==> config.mk <==
export PLATFORM = sky130hd
export DESIGN_NAME = fpu_int_writeback
export DESIGN_NICKNAME = d
export VERILOG_FILES = /design/src/rtl/fpu_pkg.sv /design/src/rtl/fp_to_int_cvt.sv /design/src/rtl/fpu_int_writeback.sv
export SDC_FILE = /design/constraint.sdc
export NUM_CORES = 1
export LEC_CHECK = 0
export CORE_UTILIZATION = 50
export DETAILED_ROUTE_END_ITERATION = 16
export DONT_BUFFER_PORTS = 1
export GPL_ROUTABILITY_DRIVEN = 1
export PLACE_DENSITY = 0.64
export REMOVE_ABC_BUFFERS = 1
export SYNTH_ARGS = -nofsm -noshare
export SYNTH_HDL_FRONTEND = slang
export SYNTH_HIERARCHICAL = 1
export SYNTH_SLANG_ARGS = --single-unit
==> constraint.sdc <==
create_clock -name clk -period 4.4 [get_ports clk]
set_input_delay 0.66 -clock clk [delete_from_list [all_inputs] [get_ports clk]]
set_output_delay 0.66 -clock clk [all_outputs]
set_load 0.01 [all_outputs]
==> src/rtl/fpu_pkg.sv <==
// Shared float-side definitions: OP-FP encodings, op enum, FCLASS bit positions and helpers.
package fpu_pkg;
    localparam int EXP_W  = 8;
    localparam int MANT_W = 23;
    localparam int BIAS   = 127;

    localparam logic [6:0] OPC_OP_FP    = 7'b1010011;
    localparam logic [6:0] F7_FCVT_W    = 7'b1100000;
    localparam logic [6:0] F7_FMV_CLASS = 7'b1110000;
    localparam logic [6:0] F7_FCMP      = 7'b1010000;
    localparam logic [2:0] F3_FMV   = 3'b000;
    localparam logic [2:0] F3_CLASS = 3'b001;
    localparam logic [2:0] F3_FEQ   = 3'b010;
    localparam logic [2:0] F3_FLT   = 3'b001;
    localparam logic [2:0] F3_FLE   = 3'b000;

    typedef enum logic [2:0] {
        OP_NONE, OP_CVTW, OP_CVTWU, OP_FMV, OP_CLASS, OP_FEQ, OP_FLT, OP_FLE
    } op_e;

    localparam int CLS_NINF  = 0;
    localparam int CLS_NNORM = 1;
    localparam int CLS_NSUB  = 2;
    localparam int CLS_NZERO = 3;
    localparam int CLS_PZERO = 4;
    localparam int CLS_PSUB  = 5;
    localparam int CLS_PNORM = 6;
    localparam int CLS_PINF  = 7;
    localparam int CLS_SNAN  = 8;
    localparam int CLS_QNAN  = 9;

    function automatic logic [9:0] fclass(input logic [31:0] f);
        logic             s;
        logic [EXP_W-1:0] e;
        logic [MANT_W-1:0] m;
        s = f[31];
        e = f[30:23];
        m = f[22:0];
        fclass = '0;
        if (e == '1) begin
            if (m == '0) fclass[s ? CLS_NINF : CLS_PINF] = 1'b1;
            else         fclass[m[22] ? CLS_QNAN : CLS_SNAN] = 1'b1;
        end else if (e == '0) begin
            if (m == '0) fclass[s ? CLS_NZERO : CLS_PZERO] = 1'b1;
            else         fclass[s ? CLS_NSUB : CLS_PSUB] = 1'b1;
        end else begin
            fclass[s ? CLS_NNORM : CLS_PNORM] = 1'b1;
        end
    endfunction

    function automatic op_e decode(input logic [31:0] inst);
        logic [2:0] f3;
        logic [4:0] rs2;
        f3 = inst[14:12];
        rs2 = inst[24:20];
        decode = OP_NONE;
        if (inst[6:0] == OPC_OP_FP) begin
            case (inst[31:25])
                F7_FCVT_W: begin
                    if (rs2 == 5'd0)      decode = OP_CVTW;
                    else if (rs2 == 5'd1) decode = OP_CVTWU;
                end
                F7_FMV_CLASS: begin
                    if (f3 == F3_FMV)        decode = OP_FMV;
                    else if (f3 == F3_CLASS) decode = OP_CLASS;
                end
                F7_FCMP: begin
                    if (f3 == F3_FEQ)      decode = OP_FEQ;
                    else if (f3 == F3_FLT) decode = OP_FLT;
                    else if (f3 == F3_FLE) decode = OP_FLE;
                end
                default: decode = OP_NONE;
            endcase
        end
    endfunction
endpackage

==> src/rtl/fp_to_int_cvt.sv <==
// binary32 -> 32-bit integer, round toward zero. Align shift happens before the
// internal register, saturation and negation after it.
module fp_to_int_cvt
    import fpu_pkg::*;
(
    input  logic              clk,
    input  logic              rst,
    input  logic              en,
    input  logic              is_unsigned,
    input  logic              sign,
    input  logic [EXP_W-1:0]  expo,
    input  logic [MANT_W-1:0] mant,
    output logic [31:0]       res,
    output logic              nv
);
    logic        sign_q, sign_d, uns_q, uns_d, nan_q, nan_d, big_q, big_d;
    logic [31:0] mag_q, mag_d;
    logic [7:0]  ue;
    logic [54:0] sh;

    always_comb begin
        sign_d = sign;
        uns_d  = is_unsigned;
        nan_d  = (expo == '1) && (mant != '0);
        // exponent >= 32 means |x| >= 2^32: out of range for both W and WU
        big_d  = expo >= 8'(BIAS + 32);
        ue     = expo - 8'(BIAS);
        sh     = {31'd0, 1'b1, mant} << ue[4:0];
        mag_d  = (expo < 8'(BIAS)) ? 32'd0 : 32'(sh >> MANT_W);

        res = mag_q;
        nv  = 1'b0;
        if (uns_q) begin
            if (nan_q || (!sign_q && big_q)) begin
                res = '1;
                nv  = 1'b1;
            end else if (sign_q) begin
                res = '0;
                nv  = big_q || (mag_q != '0);
            end
        end else begin
            if (nan_q || (!sign_q && (big_q || mag_q[31]))) begin
                res = 32'h7fff_ffff;
                nv  = 1'b1;
            end else if (sign_q) begin
                if (big_q || mag_q > 32'h8000_0000) begin
                    res = 32'h8000_0000;
                    nv  = 1'b1;
                end else begin
                    res = -mag_q;
                end
            end
        end
    end

    always_ff @(posedge clk) begin
        if (rst) begin
            sign_q <= 1'b0;
            uns_q  <= 1'b0;
            nan_q  <= 1'b0;
            big_q  <= 1'b0;
            mag_q  <= '0;
        end else if (en) begin
            sign_q <= sign_d;
            uns_q  <= uns_d;
            nan_q  <= nan_d;
            big_q  <= big_d;
            mag_q  <= mag_d;
        end
    end
endmodule

==> src/rtl/fpu_int_writeback.sv <==
// Float ops with an integer destination: 3-stage pipe (decode/classify, compare/align,
// saturate/output) under a single global stall.
module fpu_int_writeback
    import fpu_pkg::*;
#(
    parameter int XLEN = 32,
    parameter int FLEN = 32
) (
    input  logic            clk,
    input  logic            rst,
    input  logic            in_valid,
    output logic            in_ready,
    input  logic [31:0]     inst,
    input  logic [FLEN-1:0] opa,
    input  logic [FLEN-1:0] opb,
    output logic            out_valid,
    input  logic            out_ready,
    output logic [4:0]      out_rd,
    output logic [XLEN-1:0] out_data,
    output logic            out_nv,
    output logic            busy
);
    logic            adv;
    logic [2:0]      vld_q, vld_d;
    op_e             op1_q, op1_d, op2_q, op2_d;
    logic [4:0]      rd1_q, rd1_d, rd2_q, rd2_d, out_rd_q, out_rd_d;
    logic [FLEN-1:0] a1_q, a1_d, b1_q, b1_d;
    logic [9:0]      cls_a1_q, cls_a1_d;
    logic            b_nan1_q, b_nan1_d, b_snan1_q, b_snan1_d;
    logic [XLEN-1:0] data2_q, data2_d, out_data_q, out_data_d;
    logic            nv2_q, nv2_d, out_nv_q, out_nv_d;
    logic [XLEN-1:0] cvt_res;
    logic            cvt_nv, is_cvt2;
    logic            a_nan, a_snan, any_nan, any_snan, both_zero, feq, flt;
    logic            unused_rs1;

    assign unused_rs1 = ^inst[19:15];
    assign adv       = !vld_q[2] || out_ready;
    assign in_ready  = adv;
    assign out_valid = vld_q[2];
    assign out_rd    = out_rd_q;
    assign out_data  = out_data_q;
    assign out_nv    = out_nv_q;
    assign busy      = |vld_q;

    fp_to_int_cvt u_cvt (
        .clk         (clk),
        .rst         (rst),
        .en          (adv),
        .is_unsigned (op1_q == OP_CVTWU),
        .sign        (a1_q[31]),
        .expo        (a1_q[30:23]),
        .mant        (a1_q[22:0]),
        .res         (cvt_res),
        .nv          (cvt_nv)
    );

    always_comb begin
        // S1: decode and classify; unknown encodings are swallowed here
        op1_d     = decode(inst);
        vld_d[0]  = in_valid && (op1_d != OP_NONE);
        rd1_d     = inst[11:7];
        a1_d      = opa;
        b1_d      = opb;
        cls_a1_d  = fclass(opa);
        b_nan1_d  = (opb[30:23] == '1) && (opb[22:0] != '0);
        b_snan1_d = b_nan1_d && !opb[22];

        // S2: compares, FMV, FCLASS
        a_nan     = cls_a1_q[CLS_SNAN] || cls_a1_q[CLS_QNAN];
        a_snan    = cls_a1_q[CLS_SNAN];
        any_nan   = a_nan || b_nan1_q;
        any_snan  = a_snan || b_snan1_q;
        both_zero = (a1_q[30:0] == '0) && (b1_q[30:0] == '0);
        feq       = !any_nan && ((a1_q == b1_q) || both_zero);
        if (any_nan || both_zero)   flt = 1'b0;
        else if (a1_q[31] != b1_q[31]) flt = a1_q[31];
        else if (!a1_q[31])         flt = a1_q[30:0] < b1_q[30:0];
        else                        flt = a1_q[30:0] > b1_q[30:0];

        vld_d[1] = vld_q[0];
        op2_d    = op1_q;
        rd2_d    = rd1_q;
        data2_d  = '0;
        nv2_d    = 1'b0;
        case (op1_q)
            OP_FMV:   data2_d = a1_q;
            OP_CLASS: data2_d = XLEN'(cls_a1_q);
            OP_FEQ: begin
                data2_d = XLEN'(feq);
                nv2_d   = any_snan;
            end
            OP_FLT: begin
                data2_d = XLEN'(flt);
                nv2_d   = any_nan;
            end
            OP_FLE: begin
                data2_d = XLEN'(flt || feq);
                nv2_d   = any_nan;
            end
            default: ;
        endcase

        // S3: select conversion result or the S2 result into the output regs
        is_cvt2    = (op2_q == OP_CVTW) || (op2_q == OP_CVTWU);
        vld_d[2]   = vld_q[1];
        out_rd_d   = rd2_q;
        out_data_d = is_cvt2 ? cvt_res : data2_q;
        out_nv_d   = is_cvt2 ? cvt_nv : nv2_q;
    end

    always_ff @(posedge clk) begin
        if (rst) begin
            vld_q      <= '0;
            op1_q      <= OP_NONE;
            op2_q      <= OP_NONE;
            rd1_q      <= '0;
            rd2_q      <= '0;
            a1_q       <= '0;
            b1_q       <= '0;
            cls_a1_q   <= '0;
            b_nan1_q   <= 1'b0;
            b_snan1_q  <= 1'b0;
            data2_q    <= '0;
            nv2_q      <= 1'b0;
            out_rd_q   <= '0;
            out_data_q <= '0;
            out_nv_q   <= 1'b0;
        end else if (adv) begin
            vld_q      <= vld_d;
            op1_q      <= op1_d;
            op2_q      <= op2_d;
            rd1_q      <= rd1_d;
            rd2_q      <= rd2_d;
            a1_q       <= a1_d;
            b1_q       <= b1_d;
            cls_a1_q   <= cls_a1_d;
            b_nan1_q   <= b_nan1_d;
            b_snan1_q  <= b_snan1_d;
            data2_q    <= data2_d;
            nv2_q      <= nv2_d;
            out_rd_q   <= out_rd_d;
            out_data_q <= out_data_d;
            out_nv_q   <= out_nv_d;
        end
    end
endmodule
==> results.json, run 1 <==
{
  "status": "complete, no violations",
  "p_switching_mw": 1.162,
  "first_pass_iters": 10,
  "num_antenna_cells": 0,
  "worstPathRequired_ns": 4.83,
  "drcViolationCount": 0,
  "initial_core_util_pct": 51.22,
  "synth-seq-cells": 202,
  "hold_viol": 0,
  "min_period_ns": 3.430,
  "port_buffers": 0,
  "rsz0062_at_grt": "false",
  "vias_per_cell": 6.289,
  "dp_hpwl_mm": 22.93,
  "cts_hold_buf": 0,
  "cts_setup_buffers": 0,
  "drive_above_1_share_pct": 7.546,
  "multi_input_area_um2": 6583,
  "nets": 1481,
  "synth_top_area_cell": "dfxtp_1",
  "min_path_type": "input pin to register",
  "ctsResizeCount": 0,
  "synth_ff_type": "dfxtp_1",
  "synth_warnings": 6,
  "synth.avg_cell_area_um2": 8.027,
  "drt-total-wl_mm": 33.38,
  "regArea_um2": 4044,
  "detail_route.iter0.violations": 815,
  "clock.fmax_ghz": 0.2916,
  "yosysUniqueCellTypes": 78,
  "critPathCaptureType": "register",
  "coreArea_um2": 21890,
  "areaGrowthSynthToFinish_pct": 8.380,
  "grt_pass1_wl_mm": 51.85,
  "combPwrFrac_pct": 10.7,
  "setup_slack_ns": 0.9702,
  "async_reset_ff_share_pct": 0,
  "seqPwrFrac_pct": 42.6,
  "die_h_um": 151.8,
  "finalWeightedCongestion": 0.9077,
  "critPathArrivalTime_ns": 3.86,
  "die_width_um": 151.8,
  "clkSinkCount": 202,
  "synthCells": 1397,
  "cap_violations": 0,
  "setup-violations-final": 0,
  "fin_worst_skew_ns": 0.01650,
  "dp_slack_ns": 1.056,
  "ys_seq_area_share_pct": 36.06,
  "path_max_fanout": 10,
  "grt-ovfl-total": 0,
  "synthDominantCellAreaShare_pct": 36.06,
  "vias": 10346,
  "p_sw_share_pct": 25.38,
  "power_leakage_nw": 4.734,
  "fillers": 2132,
  "crit_type": "register to register",
  "cts_tree": "done",
  "grt_usage_pct": 28.96,
  "die_area_um2": 23030,
  "power_mw": 4.578,
  "crit_chain": "inv_1 > ha_1 > or3b_2 > nor2_2 > nand3_1 > o31ai_2 > o311ai_0 > o311ai_1 > mux2i_1 > a211oi_1",
  "p_clk_share_pct": 46.7,
  "htreeDepth": 1,
  "netlist_top_cells_area": "dfxtp_1 (36%), nand2_1 (8.2%), mux2i_1 (6.2%)",
  "fin_crit_sh_pct": 77.95,
  "tightest_slew_ns": 1.026,
  "internal-power_mw": 3.416,
  "antenna_found_initial": 0,
  "grt_pass1_vias": 9358,
  "vdd_ir_drop_max_uv": 281.6,
  "start_kind": "register",
  "critical-path-slowest-cell": "o31ai_2",
  "syn_area_um2": 11210,
  "clock_latency_ns": 0.52,
  "cts_buffers": 24,
  "drv_slew": 0,
  "clk_pin_slew_ns": 0.06,
  "slowest_delay_ns": 0.82,
  "p_per_area_nw_per_um2": 376.7,
  "grt_max_degree": 198,
  "clock-root-buffer": "clkbuf_16",
  "relSlewSlack_pct": 31.40,
  "final_common_cell": "nand2_1",
  "ios": 141,
  "clockBufferDepth": 3,
  "wl_per_cell_um": 20.29,
  "rows": 54,
  "postLayoutCoreUtil_pct": 55.52,
  "ant_nets": 0,
  "synth_edf_count": 0,
  "mostFrequentLayoutCells": "nand2_1 (246), dfxtp_1 (202), a21oi_1 (139), nor2_1 (137), mux2i_1 (70)"
}
layout make-up:
type	instances	area share (%)
Clock inverter	10	1.359
Inverter	46	1.462
Tap cell	280	2.883
Timing Repair Buffer	18	1.112
Multi-Input combinational cell	1055	54.16
Sequential cell	202	33.28
Clock buffer	34	5.745
worst paths after layout:
kind | start | slack [ns] | to | depth (start not counted)
max | u_cvt/mag_q[1] | 0.97 | out_data[5] | 10
min reg2reg | out_rd_d[1] | 0.45 | out_rd_d[1] | 2
max reg2reg | u_cvt/mag_q[1] | 0.97 | out_data[5] | 10
min | rst | 0.21 | rd1_q[4] | 1
flip-flops by register name, summed over array words and instances, names as in the netlist, 5 cells and up:
signal and count:
a1_q 32, b1_q 32, cls_a1_q 10, data2_q 32, out_data 32, out_rd 5
out_rd_d 5, rd1_q 5, u_cvt/mag_q 32
synth_stat cells (all sizes together), types with 6 or more instances:
cell	n
a22o	8
or4	10
nor3b	9
a21oi	139
nand4	24
clkbuf	71
nand3	21
a21o	13
buf	22
nor4	37
nor2	139
a22oi	31
mux2i	70
and3	7
a31oi	7
a211o	14
o211ai	7
inv	46
o21ai	22
ha	34
nor2b	6
nor3	45
o311ai	15
a211oi	38
mux2	11
mux4	11
a221oi	15
dfxtp	202
o31a	8
nand2	246
logic make-up (layout without fill, tap and decap cells):
group	Yosys count	count (layout)	share of synthesized area [%]
simple gates	570	570	23.54
fa+ha+maj	34	34	3.794
buf+inv	140	108	5.534
compound gates	351	351	20.88
flops	202	202	36.06
mux	92	92	9.563
xor+xnor	8	8	0.6249
through the flow:
step,setup TNS [ns],area [um^2],hold slack (ns),cells
4_1_cts,0,12150,0.1938,1645
3_5_place_dp,0,11290,0.4404,1601
2_1_floorplan,-932.29,10770,0.4251,1303
3_3_place_gp,0,11290,0.4347,1601
6_report,0,12150,0.2058,1645
5_1_grt,0,12150,0.1847,1645
power groups by stage:
stage | Clock [mW] | Sequential (mW) | Combinational [mW]
finish | 2.14 | 1.95 | 0.490
floorplan | 0 | 1.96 | 0.362
global route | 2.25 | 1.95 | 0.538
global placement | 0 | 1.99 | 0.470
detailed placement | 0 | 1.99 | 0.479
CTS | 2.18 | 1.95 | 0.482
worst max-delay path: cells and delay by family, from the launching register on:
family | cells | cell delay (ns)
buffers and inverters | 1 | 0.08
AO/OA/AOI/OAI | 4 | 1.52
adder cells (fa/ha/maj) | 1 | 0.18
multiplexers | 1 | 0.13
AND/OR/NAND/NOR | 3 | 1.10
flip-flops | 1 | 0.33
layer usage:
layer	GRT usage, %	share of wire, %	vias up
li1	-	-	5020
met5	0	0	-
met1	41.62	45	4891
met2	44.00	45	368
met4	10.25	2.7	0
met3	3.982	6.7	67
Note: power is estimated with default switching activity, not from simulation.
==> run 2, diff against run 1 <==
==> constraint.sdc (replaced) <==
create_clock -name clk -period 3.5 [get_ports clk]
set_input_delay 0.525 -clock clk [delete_from_list [all_inputs] [get_ports clk]]
set_output_delay 0.525 -clock clk [all_outputs]
set_load 0.01 [all_outputs]
==> run 2 against run 1 <==
Effect of this change:
- sequential power up 26%
- critical path depth up 1
- worst hold slack worse by 0.13 ns
- combinational power up 31%
- wire length up 2.0%
- total power up 15%
- maximum frequency up 16%
- via count about the same
- global-route usage up 0.38 points
- die area unchanged
- clock skew up 0.0020 ns
- first-iteration DRC count up 3.6%
- critical path type unchanged
- highest routed layer unchanged
==> results.json, run 2 (same netlist as run 1, synthesis figures left out) <==
{
  "status": "complete, no violations",
  "dp_hpwl_mm": 23.60,
  "reg2regPathDepth": 11,
  "crit_chain": "inv_1 > ha_1 > or3b_2 > or2_2 > nor4b_2 > buf_4 > nor4b_1 > a21oi_1 > o21ai_1 > mux2i_1 > a211oi_1",
  "grt_pass1_wl_mm": 52.36,
  "crit_end": "out_data[28]",
  "finalWeightedCongestion": 0.9399,
  "critical-path-slowest-cell": "or3b_2",
  "nets": 1493,
  "port_buffers": 0,
  "grt-ovfl-total": 0,
  "fin_crit_sh_pct": 84.57,
  "clk_pin_slew_ns": 0.06,
  "vias_per_cell": 6.284,
  "die_width_um": 151.8,
  "cts_tree": "done",
  "power_leakage_nw": 4.685,
  "htreeDepth": 1,
  "num_antenna_cells": 0,
  "first_pass_iters": 6,
  "mostFrequentLayoutCells": "nand2_1 (246), dfxtp_1 (202), a21oi_1 (139), nor2_1 (137), mux2i_1 (70)",
  "grt_pass1_vias": 9380,
  "path_max_fanout": 5,
  "start_kind": "register",
  "vias": 10344,
  "fin_worst_skew_ns": 0.01854,
  "slowest_delay_ns": 0.53,
  "cts_hold_buf": 0,
  "drive_above_1_share_pct": 7.613,
  "design_area_um2": 12060,
  "worstSetupStartpoint": "u_cvt/mag_q[0]",
  "clock_latency_ns": 0.52,
  "die_h_um": 151.8,
  "final_common_cell": "nand2_1",
  "clkSinkCount": 202,
  "dpl-instance-area_um2": 11410,
  "setup-violations-final": 0,
  "hold_viol": 0,
  "wl_per_cell_um": 20.69,
  "drcViolationCount": 0,
  "antenna_found_initial": 0,
  "ios": 141,
  "initial_core_util_pct": 51.22,
  "critPathArrivalTime_ns": 3.38,
  "critPathCaptureType": "register",
  "die_area_um2": 23030,
  "vdd_ir_drop_max_uv": 319.2,
  "holdWs_ns": 0.07571,
  "relSlewSlack_pct": 21.30,
  "clock.fmax_ghz": 0.3378,
  "rows": 54,
  "clock-root-buffer": "clkbuf_16",
  "ctsResizeCount": 0,
  "clockBufferDepth": 3,
  "cts_setup_buffers": 0,
  "coreArea_um2": 21890,
  "worstPathRequired_ns": 3.92,
  "r2r-end": "out_data[28]",
  "min_period_ns": 2.960,
  "r2r-start": "u_cvt/mag_q[0]",
  "grt_max_degree": 198,
  "drt-total-wl_mm": 34.06,
  "cap_violations": 0,
  "areaGrowthSynthToFinish_pct": 7.521,
  "rsz0062_at_grt": "false",
  "tightest_slew_ns": 1.176,
  "ant_nets": 0,
  "crit_type": "register to register",
  "p_per_area_nw_per_um2": 437.2,
  "drv_slew": 0,
  "cts_buffers": 23,
  "grt_usage_pct": 29.34,
  "min_path_type": "input pin to register",
  "r2r_slack_ns": 0.54,
  "detail_route.iter0.violations": 844
}
run 2: power by group:
part / switching [mW] / internal [mW]
clock network: 0.933 / 1.24
registers: 0.0973 / 2.35
logic: 0.371 / 0.273
run 2: how the worst min path moves through the flow:
| stage | depth (start not counted) | startpoint | to |
|---|---|---|---|
| final | 1 | rst | rd1_q[4] |
| after global routing | 1 | rst | rd1_q[4] |
| after CTS | 1 | rst | rd1_q[4] |
| after detailed placement | 2 | rd1_q[3] | rd1_q[3] |
| after global placement | 2 | cls_a1_q[2] | cls_a1_q[2] |
| after floorplan | 2 | nv2_q | nv2_q |
run 2: layout make-up:
| cell class | count | area, um^2 |
|---|---|---|
| clock inverters | 2 | 12.51 |
| repair buffers | 31 | 257.7 |
| inverters | 46 | 177.7 |
| clock buffers | 30 | 631.9 |
| well taps | 280 | 350.3 |
| multi-input cells | 1055 | 6583 |
| fillers | 2150 | 9834 |
| flip-flops and latches | 202 | 4044 |
run 2: layer usage:
layer | track usage (%) | vias up | share of wire [%]
met3 | 4.970 | 87 | 7.0
li1 | - | 5020 | -
met1 | 39.98 | 4831 | 44
met5 | 0 | - | 0
met2 | 45.84 | 406 | 46
met4 | 11.83 | 0 | 3.7
run 2: critical path, delay by kind of cell (launching register included):
family / cells / cell delay (ns)
AND/OR/NAND/NOR: 4 / 1.50
adder cells (fa/ha/maj): 1 / 0.19
AO/OA/AOI/OAI: 3 / 0.51
flip-flops: 1 / 0.33
multiplexers: 1 / 0.09
buffers and inverters: 2 / 0.25
run 2: through the flow:
step           cells  utilization (%)  worst slack, ns  power (mW)  setup TNS (ns)
4_1_cts         1646            55.08           0.5540       5.295               0
3_3_place_gp    1614            52.13           0.5953       3.115               0
2_1_floorplan   1303                -           -6.606       2.915        -1087.45
5_1_grt         1646            55.08           0.2691       5.451               0
6_report        1646            55.08           0.5401       5.271               0
3_5_place_dp    1614            52.13           0.5778       3.131               0
